$ cat src/rtl/booth_r4_mult_16bit.sv
// Sequential unsigned 16x16 radix-4 Booth multiplier, one digit retired per clock.
// Define EARLY_TERM_EN to finish as soon as all remaining Booth digits are zero.
module booth_r4_mult_16bit #(
  parameter int W = 16
) (
  input  logic           clk,
  input  logic           rst_n,
  input  logic           start,
  input  logic [W-1:0]   multiplicand,
  input  logic [W-1:0]   multiplier,
  output logic           busy,
  output logic           done,
  output logic [2*W-1:0] product
);

  localparam int NDIG = (W + 2) / 2;
  localparam int YW   = W + 2;
  localparam int AW   = 2 * W + 3;

  typedef enum logic [1:0] {IDLE, CALC, DONE} state_t;

  state_t               state, state_nxt;
  logic [W-1:0]         a_reg;
  logic [YW-1:0]        y_reg;
  logic signed [AW-1:0] acc;
  logic signed [AW-1:0] acc_nxt;
  logic [3:0]           cnt;
  logic [YW:0]          y_ext;
  logic [2:0]           trip;
  logic                 accept;
  logic                 last_dig;

  // Partial product for one digit: {0,+-A,+-2A} weighted by 4^idx.
  function automatic logic signed [AW-1:0] booth_pp(input logic [2:0]   t,
                                                    input logic [W-1:0] a,
                                                    input logic [3:0]   idx);
    logic signed [AW-1:0] a_ext;
    logic signed [AW-1:0] mag;
    a_ext = {{(AW-W){1'b0}}, a};
    mag   = '0;
    case (t)
      3'b001, 3'b010: mag = a_ext;
      3'b011:         mag = a_ext <<< 1;
      3'b100:         mag = -(a_ext <<< 1);
      3'b101, 3'b110: mag = -a_ext;
      default:        mag = '0;
    endcase
    return mag <<< {idx, 1'b0};
  endfunction

  assign y_ext   = {y_reg, 1'b0};
  assign trip    = y_ext[{cnt, 1'b0} +: 3];
  assign acc_nxt = acc + booth_pp(trip, a_reg, cnt);

`ifdef EARLY_TERM_EN
  logic rest_zero;
  // Once y[17:2i+1] is clear every later digit is zero, so the sum is final.
  assign rest_zero = ((y_reg >> ({cnt, 1'b0} + 5'd1)) == '0);
  assign last_dig  = (cnt == 4'(NDIG - 1)) || rest_zero;
`else
  assign last_dig  = (cnt == 4'(NDIG - 1));
`endif

  assign accept = start && ((state == IDLE) || (state == DONE));
  assign busy   = (state == CALC);
  assign done   = (state == DONE);

  always_comb begin
    state_nxt = state;
    case (state)
      IDLE:    if (start) state_nxt = CALC;
      CALC:    if (last_dig) state_nxt = DONE;
      DONE:    state_nxt = start ? CALC : IDLE;
      default: state_nxt = IDLE;
    endcase
  end

  always_ff @(posedge clk) begin
    if (!rst_n) begin
      state   <= IDLE;
      acc     <= '0;
      cnt     <= '0;
      product <= '0;
    end else begin
      state <= state_nxt;
      if (accept) begin
        acc <= '0;
        cnt <= '0;
      end else if (state == CALC) begin
        acc <= acc_nxt;
        cnt <= cnt + 4'd1;
        if (last_dig) product <= acc_nxt[2*W-1:0];
      end
    end
  end

  // Operand registers are pure data and only load on an accepting edge.
  always_ff @(posedge clk) begin
    if (accept) begin
      a_reg <= multiplicand;
      y_reg <= {2'b00, multiplier};
    end
  end

endmodule

$ cat config.mk
export PLATFORM = sky130hd
export DESIGN_NAME = booth_r4_mult_16bit
export DESIGN_NICKNAME = d
export VERILOG_FILES = /design/src/rtl/booth_r4_mult_16bit.sv
export SDC_FILE = /design/constraint.sdc
export NUM_CORES = 1
export LEC_CHECK = 0
export CORE_MARGIN = 5
export CORE_UTILIZATION = 38
export CTS_CLUSTER_DIAMETER = 30
export DETAILED_ROUTE_END_ITERATION = 10
export GPL_TIMING_DRIVEN = 0
export PLACE_DENSITY = 0.67
export SYNTH_ARGS = -nofsm -noshare
export SYNTH_HDL_FRONTEND = slang
export SYNTH_SLANG_ARGS = --single-unit
$ cat constraint.sdc
create_clock -name clk -period 6.5 [get_ports clk]
set_input_delay 1.3 -clock clk [delete_from_list [all_inputs] [get_ports clk]]
set_output_delay 1.3 -clock clk [all_outputs]
set_load 0.03 [all_outputs]
# Word level (Yosys, flattened, before mapping)
# Index checks and enable logic that the tools add are counted.
dict set report classes {
  add_sub_neg 4
  mul 0
  div_mod_pow 0
  magnitude_cmp 0
  n_eq_ne 11
  n_shift 2
  n_mux 5
  bitwise 2
  n_reduce_logical 8
}
# op count
set ops {}
lappend ops {{$pmux W35 S4} 1}
lappend ops {{$add A35 B35 Y35} 1}
lappend ops {{$neg A16 Y35} 1}
lappend ops {{$neg A17 Y35} 1}
lappend ops {{$sshl A35 B5 Y35} 1}
lappend ops {{$shiftx A19 B6 Y3} 1}
lappend ops {{$eq A3 B3 Y1 const B} 3}
lappend ops {{$eq A3 B2 Y1 const B} 2}
lappend ops {{$pmux W2 S3} 1}
lappend ops {{$reduce_or A2 Y1} 3}
lappend ops {{$add A4 B1 Y4 const B} 1}
lappend ops {{$eq A4 B4 Y1 const B} 1}
lappend ops {{$mux W2} 2}
lappend ops {{$eq A3 B1 Y1 const B} 1}
lappend ops {{$reduce_and A3 Y1} 1}
lappend ops {{$eq A2 B1 Y1 const B} 1}
lappend ops {{$eq A2 B2 Y1 const B} 1}
lappend ops {{$logic_not A2 Y1} 1}
lappend ops {{$ne A2 B1 Y1 const B} 1}
lappend ops {{$ne A2 B2 Y1 const B} 1}
lappend ops {{$not A1 Y1} 2}
lappend ops {{$reduce_and A2 Y1} 1}
lappend ops {{$logic_and A1 B1 Y1} 1}
lappend ops {{$logic_or A1 B1 Y1} 1}
lappend ops {{$mux W1} 1}
dict set report totals {
  register_bits 105
  latch_bits 0
  ramBits 0
  mem_bits_ro 0
  out_inout_bits 34
  elab_cells 38
  n_memories 0
}

# Depth between registers and ports, before layout
dict set report depth {
  ltp_word 6
  ltp_mapped 25
  depth_no_buf 23
}

# Worst setup path before layout
# No wires, ideal clock.
dict set report synth_timing {
  path_kind {flip-flop to flip-flop}
  from {reg a_reg[4]}
  to {reg acc[29]}
  setup_time_ns 0.124
  arrival_time_ns 5.447
  t_required_ns 6.376
  slack_ns 0.929
  path_stages_with_launch 23
  synth_period_minus_slack_ns 5.571
  cell_sequence {edfxtp_1 > or4_1 > or4_1 > buf_2 > nor3_2 > nor2_1 > xor2_1 > a221o_1 > mux2i_1 > mux2i_1 > mux2_2 > and2_1 > ha_1 > and4_1 > or3b_2 > nor4_1 > nor2_1 > a21boi_0 > o21ai_0 > a211o_1 > a31oi_1 > mux2i_1 > nand3_1}
}
dict set report synth_via {
  elab_chain_len 4
}
# item line_no
set synth_rtl {}
lappend synth_rtl {{from (decl)} 23} ;# logic [W-1:0] a_reg;
lappend synth_rtl {{from (signal assigned)} 100} ;# a_reg <= multiplicand;
lappend synth_rtl {{$neg A17 Y35 / $neg A16 Y35 (equally long branches)} {44, 45}}
lappend synth_rtl {{$pmux W35 S4 *} 41} ;# case (t)
lappend synth_rtl {{$sshl A35 B5 Y35 *} 48} ;# return mag <<< {idx, 1'b0};
lappend synth_rtl {{$add A35 B35 Y35 *} 53} ;# assign acc_nxt = acc + booth_pp(trip, a_reg, cnt);
lappend synth_rtl {{to (signal assigned)} 90} ;# acc <= acc_nxt;
lappend synth_rtl {{to (decl)} 25} ;# logic signed [AW-1:0] acc;
# Every way passes the cells marked *; elsewhere a longest branch is shown, timed or not.
# A chain may end at the register's enable or synchronous reset.

# Final worst setup path
dict set report layout_timing {
  from {reg cnt[1]}
  to {reg acc[29]}
}
dict set report layout_via {
  elab_chain_len 6
}
# item line_no
set layout_rtl {}
lappend layout_rtl {{from (decl)} 27} ;# logic [3:0] cnt;
lappend layout_rtl {{from (signal assigned)} 91} ;# cnt <= cnt + 4'd1;
lappend layout_rtl {{$shiftx A19 B6 Y3} 52} ;# assign trip = y_ext[{cnt, 1'b0} +: 3];
lappend layout_rtl {{$eq A3 B3 Y1, or another cell as far along} 41}
lappend layout_rtl {{$reduce_or A2 Y1} 41}
lappend layout_rtl {{$pmux W35 S4} 41}
lappend layout_rtl {{$sshl A35 B5 Y35 *} 48}
lappend layout_rtl {{$add A35 B35 Y35 *} 53}
# Marked as above.

==> results_dict.tcl <==
set metrics [dict create \
    antenna_cells 0 \
    ctsLongestPathBuffers 2 \
    tns_ns 0 \
    dieArea_sq_um 22340 \
    die_w_microns 149.5 \
    grt_max_degree 36 \
    floorplan.initialDensity_pct 38.23 \
    finalHoldViolations 0 \
    min_period_ns 6.231 \
    grt_remaining_overflow 0 \
    netlist_area_sq_um 7391 \
    holdBufCountCts 0 \
    crit_required_ns 6.75 \
    slew_viol_final 0 \
    synth_top_area_share_pct 18.96 \
    path_class "reg -> reg" \
    clk_pin_slew_ns 0.08 \
    fin_skew_ns 0.009313 \
    ir_drop_v 0.0001361 \
    path_max_fanout 10 \
    insertion_delay_ns 0.36 \
    finalNonFillerCells 1259 \
    grt_pass1_wl_microns 35610 \
    n_fill_cell 1939 \
    slew_headroom_pct 38.25 \
    fin_crit_sh_pct 95.87 \
    syn2layout_area_growth_pct 20.45 \
    cts_made_buffers 9 \
    holdPathStages 2 \
    dp_slack_ns -0.3293 \
    drt-total-wl_microns 21940 \
    critical_path_buf_inv_count 2 \
    ys_types 83 \
    ys_ff_latch 102 \
    ys_warn_count 0 \
    io_pins 69 \
    worstMarginPinSlew_ns 0.9242 \
    avgSynthCellArea_sq_um 8.167 \
    cp.depth 23 \
    synth.area.top_cells "dfxtp_1 (19%), edfxtp_1 (13%), nand2_1 (6.6%)" \
    crit_chain "mux2_2, a221oi_4, o31ai_4, and3_1, clkbuf_1, clkbuf_4, a21o_1, a221oi_4, mux2i_2, mux2_2, o21ai_0, nor2_1, ha_2, and4_1, or3b_2, nor4_4, nor2_1, a21boi_1, o21ai_1, a211o_1, a31oi_2, mux2i_1, nand3_1" \
    drc 0 \
    cap_violations 0 \
    synth_fp_nets 976 \
    fp.dieH_microns 149.5 \
    slowest_delay_ns 0.50 \
    cts_max_level 3 \
    grt_pass1_vias 6863 \
    setup_slack_ns 0.2687 \
    synth_top_area_cell "dfxtp_1" \
    ant_nets 0 \
    status "finished clean" \
    leakage_nw 3.422 \
    path_delay_family "compound AO/OA/AOI/OAI gates" \
    numPortBuffers 68 \
    synth_cells 905 \
    wl_per_cell_microns 17.42 \
    grt_util_all_layers_pct 19.83 \
    placementRows 51 \
    synthArstFlopShare_pct 0 \
    hpwlAfterDp_microns 16810 \
    vias_per_cell 5.670 \
    cts_sinks 102 \
    rr_worst_depth 23 \
    synthFlopType "dfxtp_1" \
    cp_slowest_cell "or3b_2" \
    cts_root_buffer "clkbuf_16" \
    drt_iter0_drc 569 \
    synth_edf_count 32 \
    cts_tree "yes" \
    start_kind "flip-flop" \
    gp_congestion 0.9648 \
    cp.arrival_ns 6.48 \
    reg_top3 "acc x32, product x32" \
    post_dp_cell_area_sq_um 8411 \
    core_sq_um 19330 \
    grt_antenna_before_repair 0 \
    min_path_type "reg -> reg" \
    drtPass1Iterations 6 \
    drive_above_1_share_pct 9.356 \
    final_cell_area_sq_um 8902 \
    max_freq_mhz 160.5 \
    num-nets-final 1060 \
    finalCoreUtilization_pct 46.04 \
    p_per_area_nw_per_um2 223.5 \
    crit_path_end_kind "flip-flop" \
    num_vias 7138 \
    placed_cells 1238 \
    setup_viol 0 \
    ys_seq_area_share_pct 31.96 \
]
## area by class of cell
class	count	area [sq um]	share of cell area, %
flip-flops and latches	102	2365	26.56
plain buffers	53	247.7	2.783
well taps	265	331.6	3.725
inverters	17	63.81	0.7168
clock inverters	6	51.30	0.5762
repair buffers	74	725.7	8.152
multi-input cells	732	4878	54.80
clock buffers	10	239.0	2.684
## worst reg2reg max path, stage by stage (launching register included)
cell and delay (ns):
dfxtp_2 0.42, mux2_2 0.40, a221oi_4 0.35, o31ai_4 0.19
and3_1 0.23, clkbuf_1 0.19, clkbuf_4 0.24, a21o_1 0.20
a221oi_4 0.30, mux2i_2 0.15, mux2_2 0.33, o21ai_0 0.25
nor2_1 0.10, ha_2 0.40, and4_1 0.24, or3b_2 0.50
nor4_4 0.35, nor2_1 0.10, a21boi_1 0.18, o21ai_1 0.14
a211o_1 0.33, a31oi_2 0.26, mux2i_1 0.22, nand3_1 0.07
## cells by family (layout without fill, tap and decap cells)
family	Yosys count	count (layout)	share of synthesized area [%]
and+or+nand+nor	361	361	23.73
AOI/OAI and AO/OA	251	251	22.23
DFF	102	102	31.96
buffers and inverters	71	160	4.198
muxes	45	45	7.059
xor gates and xnor gates	39	39	4.622
adders and majority gates	36	36	6.196
## layer usage
layer	vias to the layer above	part of all wire, %	track usage (%)
li1	3507	-	-
met1	3339	46	27.41
met2	254	45	31.00
met3	38	7.1	4.543
met4	0	1.9	5.950
met5	-	0	0
## placed cells by master (no fill, tap or decap), types with 8 or more instances in the layout
master / count
mux2i_1: 25
mux2_2: 14
o21a_1: 9
and3_1: 21
clkdlybuf4s50_1: 68
nand2_1: 129
buf_1: 8
inv_1: 14
clkbuf_1: 34
a21o_1: 25
nor4_1: 8
nor3_1: 16
nor2_1: 68
a21oi_1: 91
nand4_1: 9
xnor2_1: 27
a211oi_1: 9
edfxtp_1: 32
clkbuf_16: 9
dfxtp_1: 68
xor2_1: 12
nand2b_1: 8
or3_1: 19
ha_1: 34
o21ai_0: 34
a31oi_1: 8
nand3_1: 33
## final timing paths
| kind | slack, ns | end | from |
|---|---|---|---|
| max | 0.27 | acc[29] | cnt[1] |
| min | 0.46 | product[18] | product[18] |
| max reg2reg | 0.27 | acc[29] | cnt[1] |
| min reg2reg | 0.46 | product[18] | product[18] |
## through the flow
step	total power [mW]	hold WS [ns]
floorplan	1.232	0.4406
global placement	1.411	0.4441
detailed placement	1.413	0.4461
CTS	1.966	0.4573
global route	2.109	0.4751
finish	1.989	0.4558
## report_power, final
part / leakage [nW] / internal, mW / switching, mW
clock: 0.147 / 0.278 / 0.267
combinational: 2.40 / 0.290 / 0.444
sequential: 0.874 / 0.688 / 0.0228
## Yosys cell counts, drive strengths merged (14+ instances only)
master,count
edfxtp,32
mux2,14
and3,21
or3,20
xnor2,27
clkbuf,36
buf,18
nor3,19
inv,16
dfxtp,70
nor2,71
a21oi,92
nand3,34
a21o,25
mux2i,27
o21ai,39
ha,35
nand2,130
## repair_timing
item | in CTS | in global routing
endpoints found under the setup margin | 5 | 22
pin swaps | 0 | 4
resized for setup | 5 | 28
setup buffers | 0 | 6
Note: power is estimated with default switching activity, not from simulation.
